<file path="src/rtl/module_display_7seg_scan.sv">
// Time-multiplexed N-digit common-anode 7-segment scanner.
// Loads are staged in a pending register and committed to the active register at frame wrap.
module module_display_7seg_scan #(
    parameter int N_DIGITS    = 8,
    parameter int REFRESH_CNT = 100000,
    parameter int GUARD       = 16,
    parameter int BLANK_LZ    = 1
) (
    input  logic                  clk,
    input  logic                  rst,
    input  logic [4*N_DIGITS-1:0] data,
    input  logic [N_DIGITS-1:0]   dp,
    input  logic                  load,
    input  logic                  blank_en,
    output logic [N_DIGITS-1:0]   enable,
    output logic [7:0]            segments,
    output logic                  frame
);

    localparam int PW = $clog2(REFRESH_CNT);
    localparam int DW = (N_DIGITS > 1) ? $clog2(N_DIGITS) : 1;

    logic [PW-1:0]         p_q, p_d;
    logic [DW-1:0]         d_q, d_d;
    logic [4*N_DIGITS-1:0] pend_data_q, pend_data_d, act_data_q, act_data_d;
    logic [N_DIGITS-1:0]   pend_dp_q, pend_dp_d, act_dp_q, act_dp_d;
    logic [N_DIGITS-1:0]   enable_q, enable_d;
    logic [7:0]            seg_q, seg_d;
    logic                  frame_q, frame_d;
    logic                  tick, commit, guard_done;
    logic [N_DIGITS-1:0]   blank;
    logic                  zero_run;
    logic [3:0]            nib_sel;
    logic                  dp_sel, blank_sel;

    function automatic logic [6:0] hex_decode(input logic [3:0] nib);
        logic [6:0] s;
        case (nib)
            4'h0: s = 7'h40;  4'h1: s = 7'h79;  4'h2: s = 7'h24;  4'h3: s = 7'h30;
            4'h4: s = 7'h19;  4'h5: s = 7'h12;  4'h6: s = 7'h02;  4'h7: s = 7'h78;
            4'h8: s = 7'h00;  4'h9: s = 7'h10;  4'hA: s = 7'h08;  4'hB: s = 7'h03;
            4'hC: s = 7'h46;  4'hD: s = 7'h21;  4'hE: s = 7'h06;  default: s = 7'h0E;
        endcase
        return s;
    endfunction

    always_comb begin
        tick        = (p_q == PW'(REFRESH_CNT - 1));
        commit      = tick && (d_q == DW'(N_DIGITS - 1));
        p_d         = tick ? '0 : p_q + 1'b1;
        d_d         = d_q;
        if (tick) begin
            d_d = commit ? '0 : d_q + 1'b1;
        end
        frame_d     = commit;
        // The commit uses the pending value from before this edge, so a coinciding load lands next frame.
        pend_data_d = load ? data : pend_data_q;
        pend_dp_d   = load ? dp : pend_dp_q;
        act_data_d  = commit ? pend_data_q : act_data_q;
        act_dp_d    = commit ? pend_dp_q : act_dp_q;
    end

    // Blank digit i when it and every more-significant nibble are zero; digit 0 always shows.
    always_comb begin
        blank    = '0;
        zero_run = 1'b1;
        for (int unsigned k = 0; k < N_DIGITS; k++) begin
            zero_run = zero_run && (act_data_q[4*(N_DIGITS-1-k) +: 4] == 4'h0);
            blank[N_DIGITS-1-k] = zero_run && (k != N_DIGITS - 1) &&
                                  (BLANK_LZ != 0) && blank_en;
        end
    end

    always_comb begin
        guard_done = (int'(p_q) >= GUARD);
        nib_sel    = '0;
        dp_sel     = 1'b0;
        blank_sel  = 1'b0;
        enable_d   = '1;
        for (int unsigned i = 0; i < N_DIGITS; i++) begin
            if (d_q == DW'(i)) begin
                nib_sel     = act_data_q[4*i +: 4];
                dp_sel      = act_dp_q[i];
                blank_sel   = blank[i];
                enable_d[i] = !guard_done;
            end
        end
        seg_d = {~dp_sel, blank_sel ? 7'h7F : hex_decode(nib_sel)};
    end

    always_ff @(posedge clk or posedge rst) begin
        if (rst) begin
            p_q         <= '0;
            d_q         <= '0;
            pend_data_q <= '0;
            pend_dp_q   <= '0;
            act_data_q  <= '0;
            act_dp_q    <= '0;
            enable_q    <= '1;
            seg_q       <= 8'hFF;
            frame_q     <= 1'b0;
        end else begin
            p_q         <= p_d;
            d_q         <= d_d;
            pend_data_q <= pend_data_d;
            pend_dp_q   <= pend_dp_d;
            act_data_q  <= act_data_d;
            act_dp_q    <= act_dp_d;
            enable_q    <= enable_d;
            seg_q       <= seg_d;
            frame_q     <= frame_d;
        end
    end

    assign enable   = enable_q;
    assign segments = seg_q;
    assign frame    = frame_q;

endmodule

</file>
<file path="config.mk">
export PLATFORM = sky130hd
export DESIGN_NAME = module_display_7seg_scan
export DESIGN_NICKNAME = d
export VERILOG_FILES = /design/src/rtl/module_display_7seg_scan.sv
export SDC_FILE = /design/constraint.sdc
export NUM_CORES = 1
export LEC_CHECK = 0
export ABC_AREA = 1
export CORE_MARGIN = 10
export CORE_UTILIZATION = 55
export DETAILED_ROUTE_END_ITERATION = 10
export PLACE_DENSITY = 0.79
export SYNTH_ARGS = -nofsm -noshare
export SYNTH_HDL_FRONTEND = slang
export SYNTH_SLANG_ARGS = --single-unit
</file>
<file path="constraint.sdc">
create_clock -name clk -period 7.8 [get_ports clk]
set_input_delay 0.78 -clock clk [delete_from_list [all_inputs] [get_ports clk]]
set_output_delay 0.78 -clock clk [all_outputs]
set_load 0.01 [all_outputs]
</file>
* Yosys cells after proc, flatten, opt, wreduce, memory -nomap -nowiden
Memories as Yosys holds them, arrays and structs flattened. Index checks and enable logic that the tools add are counted.
Word-level totals: output and inout port bits 17, memories kept 1, register bits 117, bits in read-only memories 112, logic and storage cells 79
Cells by class: add/sub/neg operators 2, muxes and demuxes 34, reductions and logical operators 23, equality and inequality tests 8, order comparisons 1, bitwise logic cells 1
Memories:
- (name not given) | depth 16, bits a word 7, rd ports 1, clocked after memory_dff 0, wr ports 0, line 38 | case (nib)
Operator list (count):
- $mux 4 | 8
- $logic_not 4->1 | 7
- $mux 1 | 23
- $add 17x1->17 const B | 1
- $eq 17x17->1 const B | 1
- $ge 17x5->1 const B | 1
- $mux 17 | 1
- $logic_and 1x1->1 | 14
- $eq 3x3->1 const B | 4
- $mux 7 | 1
- $eq 3x2->1 const B | 2
- $add 3x1->3 const B | 1
- $eq 3x1->1 const B | 1
- $logic_not 3->1 | 1
- $mux 3 | 1
- $logic_not 1->1 | 1
- $not 1->1 | 1

* Logic depth before layout (Yosys ltp)
depth after elaboration 16, mapped depth 19, mapped depth without buffers 19

* Worst setup path before layout
OpenSTA, ideal clock, no wires.
path kind register to register, start point register d_q[2], end point register seg_q[3] (netlist: segments[3]), stages on the path, launching flop included 18, setup time 0.091 ns, slack 5.671 ns, data required time 7.709 ns, path buffers 1, data arrival time 2.037 ns, path through dfrtp_1 > buf_6 > inv_2 > ha_1 > inv_1 > o21ai_0 > inv_1 > nand2_1 > nand2_1 > nand2_1 > nand2_1 > a21boi_2 > inv_1 > ha_1 > nand3_1 > nand2_1 > nand2_1 > nand3_1
On the way: longest elaborated chain between the ends 11, elaborated cells between the ends (all ways) 25, classes of those cells eq/ne (7); mux (16); reduce/logical (1); memory (1)
RTL lines:
- start: declaration | line 24 | logic [DW-1:0] d_q, d_d;
- start signal: assignment | line 94 | d_q <= '0;
- start signal: assignment | line 104 | d_q <= d_d;
- $logic_not 3->1 | line 81 | if (d_q == DW'(i)) begin
- $mux 4 (8 in series) | line 81
- $mem_v2 16x7
- $mux 7 (*) | line 88 | seg_d = {~dp_sel, blank_sel ? 7'h7F : hex_decode(nib_sel)};
- named net seg_d[3] | line 28 | logic [7:0] seg_q, seg_d;
- end signal: assignment | line 110 | seg_q <= seg_d;
- end: declaration | line 28
The timed path passes the listed nets; every way through them passes the cells marked *. A chain may end at the register's enable or synchronous reset.

* Final worst setup path
Same ends and word-level chain as after synthesis.

==> summary.txt <==
Yosys
  • Post-synth top area cell: dfrtp_1
  • Synth area leaders: dfrtp_1 (45%), nand2_1 (12%), dfstp_2 (7.5%), o21ai_2 (5.6%), inv_1 (5.4%)
  • Synthesized net count: 691
  • Gate Count Post-Synth: 634
  • Register bit total from synthesis: 117
  • Post-Syn Area: 5643 um^2
  • Synth Area per Inst: 8.900 um^2
  • Share of the synthesized area in the top cell type: 0.4479
  • Post-synth cell types: 42
  • Sequential element share of the synthesized area: 0.5224
  • Synth Warn #: 0

STA
  • Final setup TNS: 0 ps
  • Highest clock rate: 0.3796 GHz
  • Worst setup margin: 5166 ps
  • Max Slew Vio Count: 0
  • Fin crit share: 0.3377
  • RSZ-0062 raised after global routing: false
  • Hold Vio Cnt, Final: 0
  • Worst-Margin Slew: 1067 ps
  • Clock skew: 7.624 ps
  • Worst hold margin: 489.6 ps
  • Setup violators final: 0
  • Slew headroom: 0.2890
  • Post-layout min period: 2634 ps

Setup path
  • Startpoint type of the worst setup path: flop
  • Req. time, crit path: 8230 ps
  • Critical path endpoint category: flop
  • WS Path Type: reg -> reg
  • Setup slack, reg-to-reg: 5170 ps
  • Reg2Reg Launch Point: d_q[2]$_DFFE_PP0P_
  • Critical Path AT: 3060 ps
  • Crit Path Max Fanout: 9
  • CP Launch Point: d_q[2]$_DFFE_PP0P_

Placed design
  • Port Buffers: 60
  • GP Congestion: 0.8848
  • Dpl cell area: 6286 um^2
  • Pre-CTS WS: 5174 ps
  • DP Cell Count: 810
  • HPWL Detailed: 8.316 mm

Final layout
  • Fin area: 6980 um^2
  • Commonest non-fill, non-tap cell in the layout: nand2_1
  • Share of layout cells above drive strength 1: 0.1721
  • Area grow syn2layout: 23.70%
  • Antenna cell count: 0
  • Finished Core Util: 0.7076
  • Most frequent cells in the layout: nand2_1 (179), dfrtp_1 (101), inv_1 (80)
  • Layout Nets: 753
  • Layout Cells excl Fill: 842

Floorplan
  • Die height: 121.3 um
  • Ports: 61
  • Die area: 14710 um^2
  • Die W: 121.3 um
  • Starting Density: 0.5720
  • Core region area: 9864 um^2
  • Std cell rows: 36

Route
  • First-pass DRT Iterations: 5
  • DR iter-0 viols: 262
  • Routed WL per cell: 14.39 um
  • Antenna Violating Nets Remaining: 0
  • DRC: 0
  • Via/cell ratio: 5.116
  • Vias: 4308
  • Drt total wl: 12.12 mm

Power
  • Total power: 1.605 mW
  • Sw power: 316.2 uW
  • Power per Cell Area: 229.9 nW/um^2
  • Worst VDD drop: 0.0001546 V
  • Switching Fraction: 0.1971
  • Pleak: 3.428 nW
  • Power Internal: 1.288 mW
  • Seq pwr share: 0.394
  • Clock share of power: 0.564
  • Combinational share of power: 0.042

Global routing
  • Vias in the first global route: 4541
  • Initial antenna violation count: 0
  • Overflow after GRT: 0
  • GRT Util Overall: 0.1748
  • Largest net degree at the start of global routing: 88
  • First-pass GRT wire length: 20.89 mm

Clock tree
  • CTS clock-pin slew for the worst setup and hold paths: 60 ps
  • Root buf cell: clkbuf_8
  • CTS sink cnt: 117
  • Htree depth: 4
  • Skew-Pair Late Insertion Delay: 520 ps
  • Resized cells post-CTS: 0
  • Postcts setup bufs: 0
  • Deepest clock path buffer count: 2
  • TritonCTS Buffers: 17
  • Post-CTS Hold Fix Bufs: 0
  • CTS tree: built

Run
  • MaxCap Viol Count: 0

Min path
  • Hold Crit Class: reg -> reg
  • Min-delay src: act_dp_q[1]$_DFFE_PP0P_

Status
  • Outcome: finished, final reports clean
-- power by group through the flow --
stage                     registers (mW)  logic [mW]  clock network (mW)
final                              0.632      0.0675               0.905
after global routing               0.634      0.0771               0.944
after CTS                          0.632      0.0693               0.916
after detailed placement           0.642      0.0687                   0
after global placement             0.641      0.0658                   0
after floorplan                    0.641      0.0362                   0
-- layer usage --
layer	global-route usage	vias to the layer above	routed length, um
met4	0.08644	0	332
met2	0.2926	111	5896
li1	-	2136	-
met3	0.04793	32	571
met5	0	-	0
met1	0.2017	2029	5318
-- synthesized netlist by cell type (all sizes together) --
cell type	n
dfrtp	101
nor4	7
xnor2	2
o211ai	2
a211oi	1
nor2	39
o21a	1
clkinv	1
ha	13
inv	90
nor3	7
mux2	4
or2	3
a21oi	8
dfstp	16
xor2	4
a21boi	2
o21ai	88
buf	11
nand3	39
nand4	4
clkbuf	8
nand2	183
-- worst paths after layout --
check	endpoint	cells after the start
min in group asynchronous	p_q[16]$_DFF_PP0_	2
max in group asynchronous	act_data_q[17]$_DFFE_PP0P_	3
hold / removal	act_dp_q[1]$_DFFE_PP0P_	2
setup reg to reg	segments[3]$_DFF_PP1_	16
hold reg to reg	act_dp_q[1]$_DFFE_PP0P_	2
setup / recovery	segments[3]$_DFF_PP1_	16
-- cell families after synthesis --
family,synth area share
AND/OR/NAND/NOR,0.2275
flip-flops,0.5224
buffers and inverters,0.08559
AO/OA/AOI/OAI,0.1184
adder cells (fa/ha/maj),0.02883
XOR/XNOR,0.009313
multiplexers,0.007982
-- flip-flops by register name, summed over array words and instances (netlist names) --
| register | cells |
|---|---|
| enable | 8 |
| act_dp_q | 8 |
| p_q | 17 |
| pend_dp_q | 8 |
| segments | 8 |
| frame | 1 |
| d_q | 3 |
| act_data_q | 32 |
| pend_data_q | 32 |
-- critical path, cell delays in order (launching register included) --
cell and delay [ps]:
dfrtp_1 550, inv_2 170, ha_1 330, inv_1 150, o21ai_0 110, inv_1 60, nand2_1 60, nand2_1 40
nand2_1 60, nand2_1 60, a21boi_2 240, inv_1 130, ha_1 220, nand3_1 120, nand2_1 70, nand2_1 60
nand3_1 80
-- layout make-up --
class | instances | area (um^2)
flip-flops and latches | 117 | 2948
inverters | 91 | 349.1
fillers | 728 | 2884
clock inverters | 12 | 249.0
well taps | 133 | 166.4
clock buffers | 20 | 445.4
multi-input cells | 407 | 2212
repair buffers | 62 | 610.6
Power figures use the tool's default switching activity.
